## config.mk

```make
export PLATFORM = sky130hd
export DESIGN_NAME = bitstream_decoder
export DESIGN_NICKNAME = d
export VERILOG_FILES = /design/src/rtl/bitstream_decoder.sv
export SDC_FILE = /design/constraint.sdc
export NUM_CORES = 1
export LEC_CHECK = 0
export ABC_AREA = 0
export CAP_MARGIN = 20
export CORE_MARGIN = 2
export CORE_UTILIZATION = 61
export CTS_CLUSTER_SIZE = 25
export DETAILED_ROUTE_END_ITERATION = 7
export DONT_BUFFER_PORTS = 1
export MAX_ROUTING_LAYER = met4
export PLACE_DENSITY = 0.77
export REMOVE_ABC_BUFFERS = 1
export SLEW_MARGIN = 20
export SYNTH_ARGS = -nofsm -noshare
export SYNTH_HDL_FRONTEND = slang
export SYNTH_SLANG_ARGS = --single-unit
```

## constraint.sdc

```tcl
create_clock -name clk -period 2.5 [get_ports clk]
set_input_delay 0.25 -clock clk [delete_from_list [all_inputs] [get_ports clk]]
set_output_delay 0.25 -clock clk [all_outputs]
set_load 0.005 [all_outputs]
```

## src/rtl/bitstream_decoder.sv

```systemverilog
// -----------------------------------------------------------------------------
// bitstream_decoder
//
// Recovers a binary value from a unipolar stochastic bitstream by counting the
// ones seen over a window of 2^WINDOW_BITS valid samples. The result is
// offered on a valid/ready handshake.
//
// Build option:
//   DECODER_CONTINUOUS_EN  When defined, the block counts windows back to back
//                          without a start pulse. A result that is still
//                          unaccepted when the next one lands is overwritten,
//                          and the sticky overrun flag is set. When undefined,
//                          each window is launched by start and its result is
//                          held until accepted. In this mode overrun is always 0.
//
// Parameters:
//   WINDOW_BITS   log2 of the window length; also the width of value_out.
//
// Ports:
//   clk           system clock, rising edge
//   n_rst         asynchronous active-low reset
//   start         launch one window (ignored in continuous mode)
//   bit_in        stochastic bitstream sample
//   bit_valid     bit_in is counted only when high
//   value_out     decoded value, saturated to 2^WINDOW_BITS-1
//   value_valid   value_out is available
//   value_ready   consumer accepts value_out
//   busy          a window is being counted
//   overrun       sticky: a result was overwritten before being accepted
// -----------------------------------------------------------------------------
module bitstream_decoder #(
  parameter int WINDOW_BITS = 8
) (
  input  logic                   clk,
  input  logic                   n_rst,
  input  logic                   start,
  input  logic                   bit_in,
  input  logic                   bit_valid,
  output logic [WINDOW_BITS-1:0] value_out,
  output logic                   value_valid,
  input  logic                   value_ready,
  output logic                   busy,
  output logic                   overrun
);

  // Continuous mode only ever uses the COUNT state.
`ifdef DECODER_CONTINUOUS_EN
  localparam logic [1:0] S_COUNT = 2'd1;
  localparam logic [1:0] S_RESET = S_COUNT;
`else
  localparam logic [1:0] S_IDLE  = 2'd0;
  localparam logic [1:0] S_COUNT = 2'd1;
  localparam logic [1:0] S_HOLD  = 2'd2;
  localparam logic [1:0] S_RESET = S_IDLE;
`endif

  // Index of the last sample in a window. The sample counter is exactly
  // WINDOW_BITS wide, so it wraps back to zero on the window-end edge.
  localparam logic [WINDOW_BITS-1:0] LAST_SAMPLE = '1;

  logic [1:0]             state_q;
  logic [1:0]             state_d;
  logic [WINDOW_BITS:0]   ones_q;
  logic [WINDOW_BITS:0]   ones_d;
  logic [WINDOW_BITS-1:0] samples_q;
  logic [WINDOW_BITS-1:0] samples_d;
  logic [WINDOW_BITS-1:0] value_d;
  logic                   valid_d;
  logic                   busy_d;
  logic                   overrun_d;

  // The ones counter carries one extra bit so a full window of ones
  // (2^WINDOW_BITS) is representable before saturation.
  logic [WINDOW_BITS:0]   ones_inc;
  logic [WINDOW_BITS-1:0] value_sat;
  logic                   window_end;

  assign ones_inc   = ones_q + {{WINDOW_BITS{1'b0}}, bit_in};
  assign value_sat  = ones_inc[WINDOW_BITS] ? '1 : ones_inc[WINDOW_BITS-1:0];
  assign window_end = (state_q == S_COUNT) && bit_valid && (samples_q == LAST_SAMPLE);

`ifdef DECODER_CONTINUOUS_EN
  // start has no function when windows run back to back.
  logic unused_start;
  assign unused_start = start;
`endif

  // ---------------------------------------------------------------------------
  // Next-state logic
  // ---------------------------------------------------------------------------
  always_comb begin
    // NOTE: every signal gets a hold-current-value default up front so no
    // branch below can leave one unassigned and infer a latch.
    state_d   = state_q;
    ones_d    = ones_q;
    samples_d = samples_q;
    value_d   = value_out;
    valid_d   = value_valid;
    busy_d    = busy;
    overrun_d = overrun;

`ifdef DECODER_CONTINUOUS_EN
    state_d = S_COUNT;
    busy_d  = 1'b1;

    if (bit_valid) begin
      samples_d = samples_q + 1'b1;
      ones_d    = ones_inc;
    end

    if (window_end) begin
      // Restart the ones count on the same edge. The sample counter wraps on
      // its own. A simultaneous ready means the old value was taken on this
      // edge, so replacing it is not a loss.
      ones_d  = '0;
      value_d = value_sat;
      valid_d = 1'b1;
      if (value_valid && !value_ready) begin
        overrun_d = 1'b1;
      end
    end else if (value_ready) begin
      valid_d = 1'b0;
    end
`else
    overrun_d = 1'b0;

    case (state_q)
      S_IDLE: begin
        if (start) begin
          ones_d    = '0;
          samples_d = '0;
          state_d   = S_COUNT;
          busy_d    = 1'b1;
        end
      end

      S_COUNT: begin
        if (bit_valid) begin
          samples_d = samples_q + 1'b1;
          ones_d    = ones_inc;
          if (window_end) begin
            value_d = value_sat;
            valid_d = 1'b1;
            state_d = S_HOLD;
            busy_d  = 1'b0;
          end
        end
      end

      S_HOLD: begin
        if (value_ready) begin
          valid_d = 1'b0;
          // Accept and relaunch on the same edge so back-to-back windows
          // lose no cycle.
          if (start) begin
            ones_d    = '0;
            samples_d = '0;
            state_d   = S_COUNT;
            busy_d    = 1'b1;
          end else begin
            state_d = S_IDLE;
          end
        end
      end

      default: begin
        state_d = S_IDLE;
        valid_d = 1'b0;
        busy_d  = 1'b0;
      end
    endcase
`endif
  end

  // ---------------------------------------------------------------------------
  // State registers. Every output is driven straight from a flop.
  // ---------------------------------------------------------------------------
  always_ff @(posedge clk or negedge n_rst) begin
    if (!n_rst) begin
      // NOTE: reset clears every register, the counters included. A window
      // cut short by reset must not leak partial counts into the next one.
      state_q     <= S_RESET;
      ones_q      <= '0;
      samples_q   <= '0;
      value_out   <= '0;
      value_valid <= 1'b0;
      busy        <= 1'b0;
      overrun     <= 1'b0;
    end else begin
      // NOTE: non-blocking assignments so all flops update from the same
      // pre-edge values, independent of statement order.
      state_q     <= state_d;
      ones_q      <= ones_d;
      samples_q   <= samples_d;
      value_out   <= value_d;
      value_valid <= valid_d;
      busy        <= busy_d;
      overrun     <= overrun_d;
    end
  end

endmodule

```

======== After elaboration in Yosys (flattened, before gate mapping) ========
Cells that the tools add are included.
storage, ports and cells
  flip-flop bits (word level) ............. 29
  word-level logic and storage cells ...... 49
cells by class
  eq/ne operators ......................... 7
  muxes and demuxes ....................... 24
  bitwise operators ....................... 1
  add/sub/neg operators ................... 2
  reductions and logical operators ........ 9
operators by type and width
  cell                                                 count
  two-way mux 8 bit                                    4
  two-way mux 9 bit                                    3
  one-hot mux 9 bit (3 select lines)                   1
  one-hot mux 8 bit (3 select lines)                   1
  adder 9 x 1 -> 9 bit                                 1
  AND reduction 3 bit                                  3
  adder 8 x 1 -> 8 bit, second input constant          1
  equality test 8 bit, second input constant           1
  two-way mux 1 bit                                    8
  two-way mux 2 bit                                    4
  != test 2 bit, second input constant                 4
  AND reduction 4 bit                                  2
  one-hot mux 1 bit (3 select lines)                   2
  one-hot mux 2 bit (3 select lines)                   1
  nonzero test 3 bit                                   1
  equality test 2 x 1 -> 1 bit, second input constant  1
  equality test 2 bit, second input constant           1
  logical AND 1 bit                                    2
  logical NOT 2 bit                                    1
  NOT 1 bit                                            1

======== Longest topological paths before layout ========
  depth in word-level cells ............... 6
  gate-level depth with buffers ........... 6

======== Worst setup path before layout ========
OpenSTA, ideal clock, no wires.
  path kind ............................... reg-to-reg
  start ................................... register ones_q[0]
  end ..................................... register value_out[2]
  library setup time ...................... 0.146 ns
  arrival ................................. 1.652 ns
  path buffers ............................ 0
  required time ........................... 2.354 ns
  stages on the path, launching flop included .. 7
  slack ................................... 0.701 ns
  path through ............................ dfrtp_1 ha_1 ha_1 nand3_1 or3_1 xnor2_1 a31oi_1
on the way
  cells in the longest elaborated chain, start to end .. 2
ends and longest elaborated chain
  element                 RTL line  RTL
  start, declared         63        logic [WINDOW_BITS:0] ones_q;
  start signal, assigned  193       ones_q <= ones_d;
  adder 9 x 1 -> 9 bit    78        assign ones_inc = ones_q + {{WINDOW_BITS{1'b0}}, bit_in};
  two-way mux 8 bit       79        assign value_sat = ones_inc[WINDOW_BITS] ? '1 : ones_inc[WINDOW_BITS-1:0];
  end signal, assigned    195       value_out <= value_d;
  end, declared           39        output logic [WINDOW_BITS-1:0] value_out,
No other way between the ends.
A chain may end at the register's enable or synchronous reset.

======== Worst setup path after layout ========
  start ................................... register ones_q[0]
  end ..................................... register value_out[6]
The elaborated chain is that of the path after synthesis.

==> metrics.sh <==
CRITICALPATHCATEGORY='flip-flop to flip-flop'
SYNTH.CELL_AREA_MM2=0.00143
POST-SYNTH-TOP-COUNT-CELL='sky130_fd_sc_hd__dfrtp_1'
HOLD_VIOLATIONS=0
SYNTH_CELL_TYPE_COUNT=37
CAP_VIOLATIONS=0
LARGEST_NET_DEGREE_AT_THE_START_OF_GLOBAL_ROUTING=30
LAYOUT-DRIVE-GT1-SHARE_PCT=11.5
CORE.ROWCOUNT=17
CLKSLEWWORSTSETUPHOLDPATHS_NS=0.09
RR_WORST_DEPTH=7
POSTSYNTHCELLCOUNT=150
POSTSYNTH.TOPFLOPCELL='sky130_fd_sc_hd__dfrtp_1'
DRT_WL_TOTAL_UM=2780
FIN_CELLS=185
REGTOREGSETUPSLACK_NS=0.48
P_COMB_SHARE_PCT=13.5
ROUTE.DETAILED.WL_PER_INST_UM=15.0
P_SWITCHING_uW=305
BUFFER_CELL_DRIVING_THE_CLOCK_TREE_ROOT='sky130_fd_sc_hd__clkbuf_4'
DRCVIOLATIONCOUNT=0
HOLD_PATH.STARTPOINT='start'
POWER_DENSITY_mW_PER_MM2=678
PLACED_CELLS_INCL_TAPS=175
STATUS='complete, no violations'
PLACE_HPWL_UM=1970
YOSYS-TOP-CELLS-AREA='sky130_fd_sc_hd__dfrtp_1, sky130_fd_sc_hd__o21ai_0, sky130_fd_sc_hd__a31oi_1'
PORT_BUFFERS=0
CRITPATHMAXFANOUT=5
WORST_SKEW_PAIR.LATE_LATENCY_NS=0.33
SYNTH_TOP_AREA_CELL='sky130_fd_sc_hd__dfrtp_1'
P_SW_SHARE_PCT=28.9
CELLINTERNALPOWER_uW=749
NUMBER_OF_VIOLATIONS_REPORTED_AT_THE_END_OF_DETAILED_ROUTING_ITERATION_0=14
R2R-END='value_out[6]'
NUMBER_OF_I_O_PINS=17
P_LEAK_uW=0.000686
SYNTH.YOSYS.SEQ_AREA_SHARE_PCT=50.8
DIEAREA_MM2=0.00275
MAXSLEWVIOLCOUNT=0
SETUP.WORST_PATH.START_CLASS='flip-flop'
ANTENNA_FOUND_INITIAL=0
ROUTABILITYCONGESTION=0.835
CTS.HTREE.LEVELS=2
GRT_FIRST_PASS_WIRELENGTH_UM=4840
MIN_TO='state_q[0]'
CORE_AREA_MM2=0.00221
SYNTH_COMMON_CELLS='sky130_fd_sc_hd__dfrtp_1, sky130_fd_sc_hd__nand2_1, sky130_fd_sc_hd__nor2_1, sky130_fd_sc_hd__o21ai_0, sky130_fd_sc_hd__a31oi_1'
VDD_DROP_MAX_mV=0.482
MEAN_CELL_AREA_OF_THE_MAPPED_NETLIST_UM2=9.53
GRT_SETUP_UNREPAIRED='no'
YS_FF_LATCH=29
SYNTH_ASYNC_SR_FLOP_SHARE_PCT=100
POSTROUTEANTENNANETS=0
CLOCK.FMAX_MHz=494
DR.PASS1.ITERS=4
POST_DRT_VIA_CELL_RATIO=5.94
WORSTREG2REGSTART='ones_q[0]'
FLOORPLAN.DIE.HEIGHT_UM=52.4
NUMBER_OF_GLOBAL_ROUTE_VIAS_BEFORE_REPAIR=1095
DIEWIDTH_UM=52.4
MIN-DELAY-PATH-CLASS='input port to flip-flop'
FINAL_MIN_PERIOD_OVER_CLOCK_PERIOD_PCT=80.9
YOSYSWARNINGCOUNT=0
FIN_NETS=165
AREA_DELTA_SYNTH_FINAL_PCT=8.76
MIN_PERIOD_NS=2.02
CLOCK_SINKS=29
FINALSETUPTNS_NS=0
MIN_PATH_CELLS=2
YOSYSTOPAREACELLSHARE_PCT=50.8
CLK_PATH_BUF_DEPTH=2
ROUTED-VIA-COUNT=1099
CRIT_ARRIVAL_NS=2.23
SHARE_SEQ_OF_TOTAL_POWER_PCT=55.4
CTS_TREE='built'
START_UTIL_PCT=64.6
GRTUSAGETOTAL_PCT=26.0
WORST_CLOCK_SKEW_NS=0.00472
SHARE_CLK_OF_TOTAL_POWER_PCT=31.1
WORST-ENDPOINT-REQUIRED_NS=2.71
ENDPOINT_KIND_OF_THE_WORST_SETUP_TIMING_PATH='flip-flop'
DIODES=0
FINALSETUPVIOLCOUNT=0
CTS_BUFFERS=5
SYNTH-EDFF-COUNT=0
GRT.OVERFLOW.TOTAL=0
[cell families after synthesis]
family,Yosys count,share of synthesized area [%]
AND/OR/NAND/NOR,53,19.2
AO/OA/AOI/OAI,42,17.4
flip-flops,29,50.8
buffers and inverters,14,4.64
XOR/XNOR,7,4.29
adder cells (fa/ha/maj),3,2.63
other,1,0.262
multiplexers,1,0.788
[sequential cells by signal, summed over array words and instances, names as in the netlist]
signal	count
ones_q	9
samples_q	8
value_out	8
state_q	2
busy	1
value_valid	1
[area by class of cell]
class	count	area, um2
sequential	29	726
fill	181	658
multi-input combinational	107	637
clock buffer	7	65.1
timing repair buffer	6	60.1
tap	28	35.0
inverter	7	26.3
clock inverter	1	5.00
[cells in the final DEF (no fill, tap or decap), types with 2 or more instances in the layout]
cell type                  Yosys  routed
sky130_fd_sc_hd__dfrtp_1      29      29
sky130_fd_sc_hd__nand2_1      14      14
sky130_fd_sc_hd__nor2_1       13      13
sky130_fd_sc_hd__o21ai_0      13      13
sky130_fd_sc_hd__a31oi_1       9       9
sky130_fd_sc_hd__a21oi_1       8       8
sky130_fd_sc_hd__inv_1         7       7
sky130_fd_sc_hd__nand3_1       6       6
sky130_fd_sc_hd__xnor2_1       5       5
sky130_fd_sc_hd__clkbuf_4      0       5
sky130_fd_sc_hd__or3_1         4       4
sky130_fd_sc_hd__buf_4         1       4
sky130_fd_sc_hd__o31ai_1       3       3
sky130_fd_sc_hd__or4_1         3       3
sky130_fd_sc_hd__ha_1          3       3
sky130_fd_sc_hd__nand4_1       2       2
sky130_fd_sc_hd__and3_1        2       2
sky130_fd_sc_hd__xor2_1        2       2
sky130_fd_sc_hd__nor3_1        2       2
sky130_fd_sc_hd__o22ai_1       2       2
sky130_fd_sc_hd__o21ai_1       2       2
sky130_fd_sc_hd__clkbuf_8      0       2
[critical path, stage by stage (launching register included)]
cell	delay [ns]
sky130_fd_sc_hd__dfrtp_1	0.36
sky130_fd_sc_hd__ha_1	0.17
sky130_fd_sc_hd__ha_1	0.24
sky130_fd_sc_hd__nand3_1	0.10
sky130_fd_sc_hd__or3_1	0.38
sky130_fd_sc_hd__xnor2_1	0.37
sky130_fd_sc_hd__buf_4	0.21
sky130_fd_sc_hd__a31oi_1	0.08
[what timing repair did]
item                      4_1_cts  5_1_grt
setup buffers                   0        0
hold buffers                    2        0
gates resized for setup         0        0
hold endpoints to repair       29        0
[power by group through the flow]
stage	sequential (uW)	clock, uW	combinational [uW]
2_1_floorplan	576	0	103
3_3_place_gp	588	0	120
3_5_place_dp	593	0	128
4_1_cts	583	334	143
5_1_grt	593	359	168
6_report	584	328	142
[worst max path at each step]
stage                     startpoint            to  slack (ns)
after floorplan           state_q[0]  samples_q[3]        0.51
after global placement     ones_q[0]  value_out[7]        0.59
after detailed placement   ones_q[0]  value_out[6]        0.51
after CTS                  ones_q[0]  value_out[5]        0.49
after global routing       ones_q[0]  value_out[5]        0.34
final                      ones_q[0]  value_out[6]        0.48
[metrics by stage]
| stage | utilization, % | instance area (um2) | hold slack [ns] | total power (uW) | setup slack, ns |
|---|---|---|---|---|---|
| 2_1_floorplan | - | 1390 | -0.0456 | 679 | 0.513 |
| 5_1_grt | 70.2 | 1550 | 0.0655 | 1120 | 0.340 |
| 3_3_place_gp | 65.7 | 1450 | -0.0449 | 708 | 0.590 |
| 4_1_cts | 70.2 | 1550 | 0.0587 | 1060 | 0.487 |
| 6_report | 70.2 | 1550 | 0.0631 | 1050 | 0.478 |
| 3_5_place_dp | 65.7 | 1450 | -0.0450 | 720 | 0.506 |
[layer usage]
layer / track usage, % / part of all wire (%)
met3: 9.14 / 5.0
met4: 10.7 / 1.9
met1: 31.9 / 48
met2: 39.2 / 45
met5: - / 0
No activity file was read; power rests on OpenSTA's default activity.
